[config.mk]
export PLATFORM = sky130hd
export DESIGN_NAME = serial_frame_rx
export DESIGN_NICKNAME = d
export VERILOG_FILES = /design/src/rtl/usr_pkg.sv /design/src/rtl/serial_frame_rx_hold_buf.sv /design/src/rtl/serial_frame_rx.sv
export SDC_FILE = /design/constraint.sdc
export NUM_CORES = 1
export LEC_CHECK = 0
export BUFFER_PORTS_ARGS = -buffer_cell sky130_fd_sc_hd__clkbuf_2
export CORE_MARGIN = 8
export CORE_UTILIZATION = 35
export CTS_CLUSTER_SIZE = 16
export DETAILED_ROUTE_END_ITERATION = 8
export PLACE_DENSITY = 0.66
export SLEW_MARGIN = 40
export SYNTH_ARGS = -nofsm -noshare
export SYNTH_HDL_FRONTEND = slang
export SYNTH_HIERARCHICAL = 1
export SYNTH_SLANG_ARGS = --single-unit
[constraint.sdc]
create_clock -name clk -period 1.5 [get_ports clk]
set_input_delay 0.225 -clock clk [delete_from_list [all_inputs] [get_ports clk]]
set_output_delay 0.225 -clock clk [all_outputs]
set_load 0.05 [all_outputs]
[src/rtl/usr_pkg.sv]
// Shared types and line-level constants for the serial frame receiver.
package usr_pkg;

  typedef enum logic [1:0] {
    IDLE,
    DATA,
    PARITY,
    STOP
  } rx_state_t;

  localparam logic START_BIT  = 1'b0;
  localparam logic STOP_BIT   = 1'b1;
  localparam logic IDLE_LEVEL = 1'b1;

endpackage

[src/rtl/serial_frame_rx_hold_buf.sv]
// Single-entry valid/ready holding register for received words, flagging overrun
// when a new word arrives while the previous one is still unconsumed.
module rx_hold_buf #(
  parameter int unsigned WIDTH = 8
) (
  input  logic             clk,
  input  logic             rst,
  input  logic             in_valid,
  input  logic [WIDTH-1:0] in_data,
  input  logic             out_ready,
  output logic [WIDTH-1:0] out_data,
  output logic             out_valid,
  output logic             overrun
);

  logic [WIDTH-1:0] data_q, data_d;
  logic             valid_q, valid_d;
  logic             overrun_q, overrun_d;

  always_comb begin
    data_d    = data_q;
    valid_d   = valid_q;
    overrun_d = 1'b0;
    if (in_valid) begin
      if (!valid_q || out_ready) begin
        data_d  = in_data;
        valid_d = 1'b1;
      end else begin
        overrun_d = 1'b1;
      end
    end else if (valid_q && out_ready) begin
      valid_d = 1'b0;
    end
  end

  always_ff @(posedge clk) begin
    if (rst) begin
      data_q    <= '0;
      valid_q   <= 1'b0;
      overrun_q <= 1'b0;
    end else begin
      data_q    <= data_d;
      valid_q   <= valid_d;
      overrun_q <= overrun_d;
    end
  end

  assign out_data  = data_q;
  assign out_valid = valid_q;
  assign overrun   = overrun_q;

endmodule

[src/rtl/serial_frame_rx.sv]
// Serial frame receiver: start bit, WIDTH strobed data bits, stop bit, into a
// valid/ready hold buffer. Define PARITY_CHECK_EN to insert and check a parity bit.
module serial_frame_rx
  import usr_pkg::*;
#(
  parameter int unsigned WIDTH      = 8,
  parameter bit          MSB_FIRST  = 1'b0,
  parameter bit          PARITY_ODD = 1'b0
) (
  input  logic             clk,
  input  logic             rst,
  input  logic             sin_en,
  input  logic             sin,
  output logic [WIDTH-1:0] pout,
  output logic             pout_valid,
  input  logic             pout_ready,
  output logic             frame_err,
  output logic             overrun,
  output logic             parity_err,
  output logic             busy
);

  localparam int unsigned        CNT_W    = $clog2(WIDTH);
  localparam logic [CNT_W-1:0]   LAST_BIT = CNT_W'(WIDTH - 1);

  rx_state_t        state_q, state_d;
  logic [CNT_W-1:0] bit_cnt_q, bit_cnt_d;
  logic [WIDTH-1:0] shift_q, shift_d;
  logic             par_err_q, par_err_d;
  logic             done_q, done_d;
  logic             ferr_pend_q, ferr_pend_d;
  logic             frame_err_q, frame_err_d;
`ifdef PARITY_CHECK_EN
  logic             perr_pend_q, perr_pend_d;
  logic             parity_err_q, parity_err_d;
`endif

  always_comb begin
    state_d     = state_q;
    bit_cnt_d   = bit_cnt_q;
    shift_d     = shift_q;
    par_err_d   = par_err_q;
    done_d      = 1'b0;
    ferr_pend_d = 1'b0;
    frame_err_d = ferr_pend_q;
`ifdef PARITY_CHECK_EN
    perr_pend_d  = 1'b0;
    parity_err_d = perr_pend_q;
`endif
    if (sin_en) begin
      unique case (state_q)
        IDLE: begin
          if (sin == START_BIT) begin
            state_d   = DATA;
            bit_cnt_d = '0;
            par_err_d = 1'b0;
          end
        end
        DATA: begin
          if (MSB_FIRST) shift_d = {shift_q[WIDTH-2:0], sin};
          else           shift_d = {sin, shift_q[WIDTH-1:1]};
          if (bit_cnt_q == LAST_BIT) begin
            bit_cnt_d = '0;
`ifdef PARITY_CHECK_EN
            state_d = PARITY;
`else
            state_d = STOP;
`endif
          end else begin
            bit_cnt_d = bit_cnt_q + 1'b1;
          end
        end
        PARITY: begin
          par_err_d = ((^shift_q) ^ PARITY_ODD) != sin;
          state_d   = STOP;
        end
        STOP: begin
          done_d      = (sin == STOP_BIT) && !par_err_q;
          ferr_pend_d = (sin != STOP_BIT);
`ifdef PARITY_CHECK_EN
          perr_pend_d = par_err_q;
`endif
          state_d     = IDLE;
        end
        default: state_d = IDLE;
      endcase
    end
  end

  always_ff @(posedge clk) begin
    if (rst) begin
      state_q     <= IDLE;
      bit_cnt_q   <= '0;
      shift_q     <= '0;
      par_err_q   <= 1'b0;
      done_q      <= 1'b0;
      ferr_pend_q <= 1'b0;
      frame_err_q <= 1'b0;
`ifdef PARITY_CHECK_EN
      perr_pend_q  <= 1'b0;
      parity_err_q <= 1'b0;
`endif
    end else begin
      state_q     <= state_d;
      bit_cnt_q   <= bit_cnt_d;
      shift_q     <= shift_d;
      par_err_q   <= par_err_d;
      done_q      <= done_d;
      ferr_pend_q <= ferr_pend_d;
      frame_err_q <= frame_err_d;
`ifdef PARITY_CHECK_EN
      perr_pend_q  <= perr_pend_d;
      parity_err_q <= parity_err_d;
`endif
    end
  end

  // shift_q is still intact one cycle after the stop sample: the earliest
  // next start bit only reaches DATA on that edge, so it feeds the buffer directly.
  rx_hold_buf #(
    .WIDTH(WIDTH)
  ) u_hold_buf (
    .clk      (clk),
    .rst      (rst),
    .in_valid (done_q),
    .in_data  (shift_q),
    .out_ready(pout_ready),
    .out_data (pout),
    .out_valid(pout_valid),
    .overrun  (overrun)
  );

  assign frame_err = frame_err_q;
  assign busy      = (state_q != IDLE);
`ifdef PARITY_CHECK_EN
  assign parity_err = parity_err_q;
`else
  assign parity_err = 1'b0;
`endif

endmodule
==> results list <==
- Post-synth net total: 141
* Core region area: 3360 um^2
- For this run the aggregate overflow at the end of global routing stands at 0.
* Max cap viols: 0
* Least-Margin Pin Slew: 0.572 ns
- The die covers 5690 um^2.
- For this run, the leading register cell type out of synthesis is dfxtp_1.
- In the final layout, the share of cells above drive strength 1 is 25.0%.
- After filler insertion, the fill cell instance count of the layout stands at 369.
- In this run the tightest slew margin relative to its limit is 61.6%.
* CTS max path bufs: 2
* Design Power: 1.25 mW
- Sequential share of power: 58.7%
* Number of antenna violations at the first check in global routing: 0
- Row generation in the floorplan step produced 21 rows.
- The critical path in this run is classified as register to primary output.
- CP Launch Type: register
- Between clock sinks in the finished design, the worst skew comes to approximately 0.0073 ns.
* Average vias per placed instance: 4.63
* First element of the critical path: state_q[0]$_SDFFE_PP0P_
- In this run, synthesis produced a sequential element count of 27.
- Worst hold start: pout_ready
- Minimum clock period: 1.42 ns
- In this run the number of H-tree levels came out at 1.
- Summed over all instances, the cell type with the most area after synthesis is dfxtp_1.
- For this run, the number of Yosys warnings is 6.
- Count of different cell masters after synthesis: 30
- The number of antenna diodes in the final layout is 0.
- A synthesized cell averages 9.51 um^2.
* Clock-pin slew on the worst setup and hold paths: ~0.15 ns
- Power density normalized to cell area: 839 nW/um^2
- Detailed-route wire length per cell: about 12 um
- In this run switching power makes up 26.5% of total power.
* Synth top cells by count: 27 x dfxtp_1, 16 x nand2b_1, 11 x a21oi_1, 10 x nand2_1, 9 x mux2i_1
* Post-DP Area: 1400 um^2
- The share of synthesized area in the top cell type comes to 43.7%.
* Post-synthesis sequential area ratio: 43.7%
- Root buf cell: clkbuf_4
* DRC violations left: 0
* Number of clock buffers inserted by TritonCTS: 3
- Max-slew violation count: 0
- In this run the static leakage power is ~0.57 nW.
- Psw: between 0.3 and 0.4 mW
- The share of total power dissipated in combinational logic is 15.4%.
* IO Count: 18
- Pre-Repair DR Iteration Count: 4
* Number of instances in the synthesized netlist: 130
- The HPWL after detailed placement is 1.88 mm.
- Per report_power, the clock group accounts for between 20% and 30% of the total.
* Worst flop-to-flop path startpoint: state_q[0]$_SDFFE_PP0P_
- First-pass GRT wire length: roughly 4.2 mm
- Once detail routing completed, the nets flagged for antenna violations numbered 0.
- The internal power of the cells totals 0.917 mW.
- The later pin in the worst-skew pair is clocked with a latency of 0.33 ns.
* Biggest fanout along the worst timing path: 5
* Worst min-delay path class: primary input to register
- Kind of capture point of the worst setup path: primary output
- Violation count after the first detailed-route iteration: 61
* Final cell area excluding filler cells: between 1000 and 1500 um^2
* Chip Height: 75.4 um
- The worst path uses 95.0% of the clock period.
- Setup violations, final: 0
* Total wirelength of the detailed-routed design: ~2.4 mm
- By area the synthesized netlist is led by dfxtp_1 44%, nand2b_1 8.1%, mux2i_1 7.3%, ha_1 6.1%, a21oi_1 4.5%.
- Clock sink total: 27
* Required time at the worst-slack endpoint: 1.27 ns
- Pin count of the biggest net entering global routing: 17
* Post-CTS Hold Fix Bufs: 0
- Buffers placed on the I/O ports in this run total 16.
* Async set-reset flop share out of synthesis: 0%
- The flow ran to the end, and the final reports show no timing, DRC or antenna violations.
* Cell with the most instances after synthesis: dfxtp_1
- Synthesis-to-finish area growth: 20.1%
- Total number of vias: about 920
* Synthesized cell area: 1240 um^2
- NumNets Final: ~160
- Routability-driven placement finished with a final weighted congestion of around 0.73.
- Starting utilization of the core area: between 30% and 40%
- Counting instances, the worst hold path has a depth of 2.
- Width of the die: 75.4 um
- The via count of the first global-routing pass was 1000.
- TritonCTS built the clock tree.
- Post-synth EDFFs: 0
- Data on the critical path arrives at its endpoint at 1.20 ns.
- The total count of hold-check failures in the final report was 0.
- Global routing used 9.40% of the available tracks.
* Max rail drop VDD: approximately 0.00044 V
- The worst register-to-register path has a depth of 6.
- Achievable Freq: between 0.7 and 0.8 GHz
## layer usage
metal	GRT usage, %	share of wire [%]
met5	0	0
met4	1.92	0.54
met3	3.29	7.7
met2	17.0	46
met1	10.3	46
## cell type report
type | count | area [um^2] | share of cell area (%)
Clock buffer | 3 | 22.5 | 1.52
Clock inverter | 1 | 7.51 | 0.505
Inverter | 5 | 18.8 | 1.26
Multi-Input combinational cell | 92 | 676 | 45.5
Sequential cell | 27 | 543 | 36.6
Tap cell | 46 | 57.6 | 3.88
Timing Repair Buffer | 24 | 160 | 10.8
## logic make-up after synthesis
kind of cell    Yosys count  synth area share (%)
other cells               1                 0.303
simple gates             50                  22.8
buf+inv                  11                  4.35
mux                       9                  7.29
xor+xnor                  7                  6.07
flops                    27                  43.7
compound gates           19                  9.41
fa+ha+maj                 6                  6.07
## metrics by stage
| step | instances | utilization (%) | hold WS [ns] | setup WS, ns | TNS, ns |
|---|---|---|---|---|---|
| 2_1_floorplan | 130 | - | 0.294 | 0.0536 | 0 |
| 3_3_place_gp | 194 | 41.7 | 0.422 | 0.122 | 0 |
| 3_5_place_dp | 194 | 41.7 | 0.415 | 0.0306 | 0 |
| 4_1_cts | 198 | 43.3 | 0.0675 | 0.0679 | 0 |
| 5_1_grt | 198 | 44.2 | 0.0644 | -0.0198 | -0.0198 |
| 6_report | 198 | 44.2 | 0.0773 | 0.0755 | 0 |
## worst max-delay path, stage by stage, from the launching register on
cell       delay [ns]
dfxtp_2          0.35
inv_1            0.12
ha_4             0.19
inv_2            0.05
clkbuf_16        0.16
## power groups by stage
| stage | registers [mW] | logic, mW | clock network (mW) |
|---|---|---|---|
| finish | 0.732 | 0.192 | 0.323 |
| global route | 0.733 | 0.212 | 0.375 |
| CTS | 0.731 | 0.177 | 0.340 |
| detailed placement | 0.747 | 0.161 | 0 |
| global placement | 0.746 | 0.154 | 0 |
| floorplan | 0.747 | 0.103 | 0 |
## sequential cells by signal, indices dropped and copies added (netlist names), 2 cells and up
signal               cells
u_hold_buf/out_data      8
state_q                  2
shift_q                  8
bit_cnt_q                3
## path summary, 6_finish.rpt
path / to / slack, ns
setup / recovery: busy / 0.08
hold / removal: u_hold_buf/overrun$_SDFF_PP0_ / 0.08
setup reg to reg: state_q[0]$_SDFFE_PP0P_ / 0.11
hold reg to reg: done_q$_SDFF_PP0_ / 0.43
## layout by cell type, fill, tap and decap left out, types with 3 or more instances in the layout
cell type   n
a21oi_1    11
buf_4       8
clkbuf_2   15
clkbuf_4    3
dfxtp_1    25
ha_1        5
inv_1       3
mux2i_1     9
nand2_1     9
nand2b_1   16
nand3_1     8
nand3b_1    3
nor2_1      6
nor2b_1     3
xnor2_1     4
## repair_timing
item,CTS,global route
cloned,0,0
endpoints found under the setup margin,2,7
setup buffers,1,0
pin swaps,0,0
gates resized for setup,7,5
Note: power is estimated with default switching activity, not from simulation.
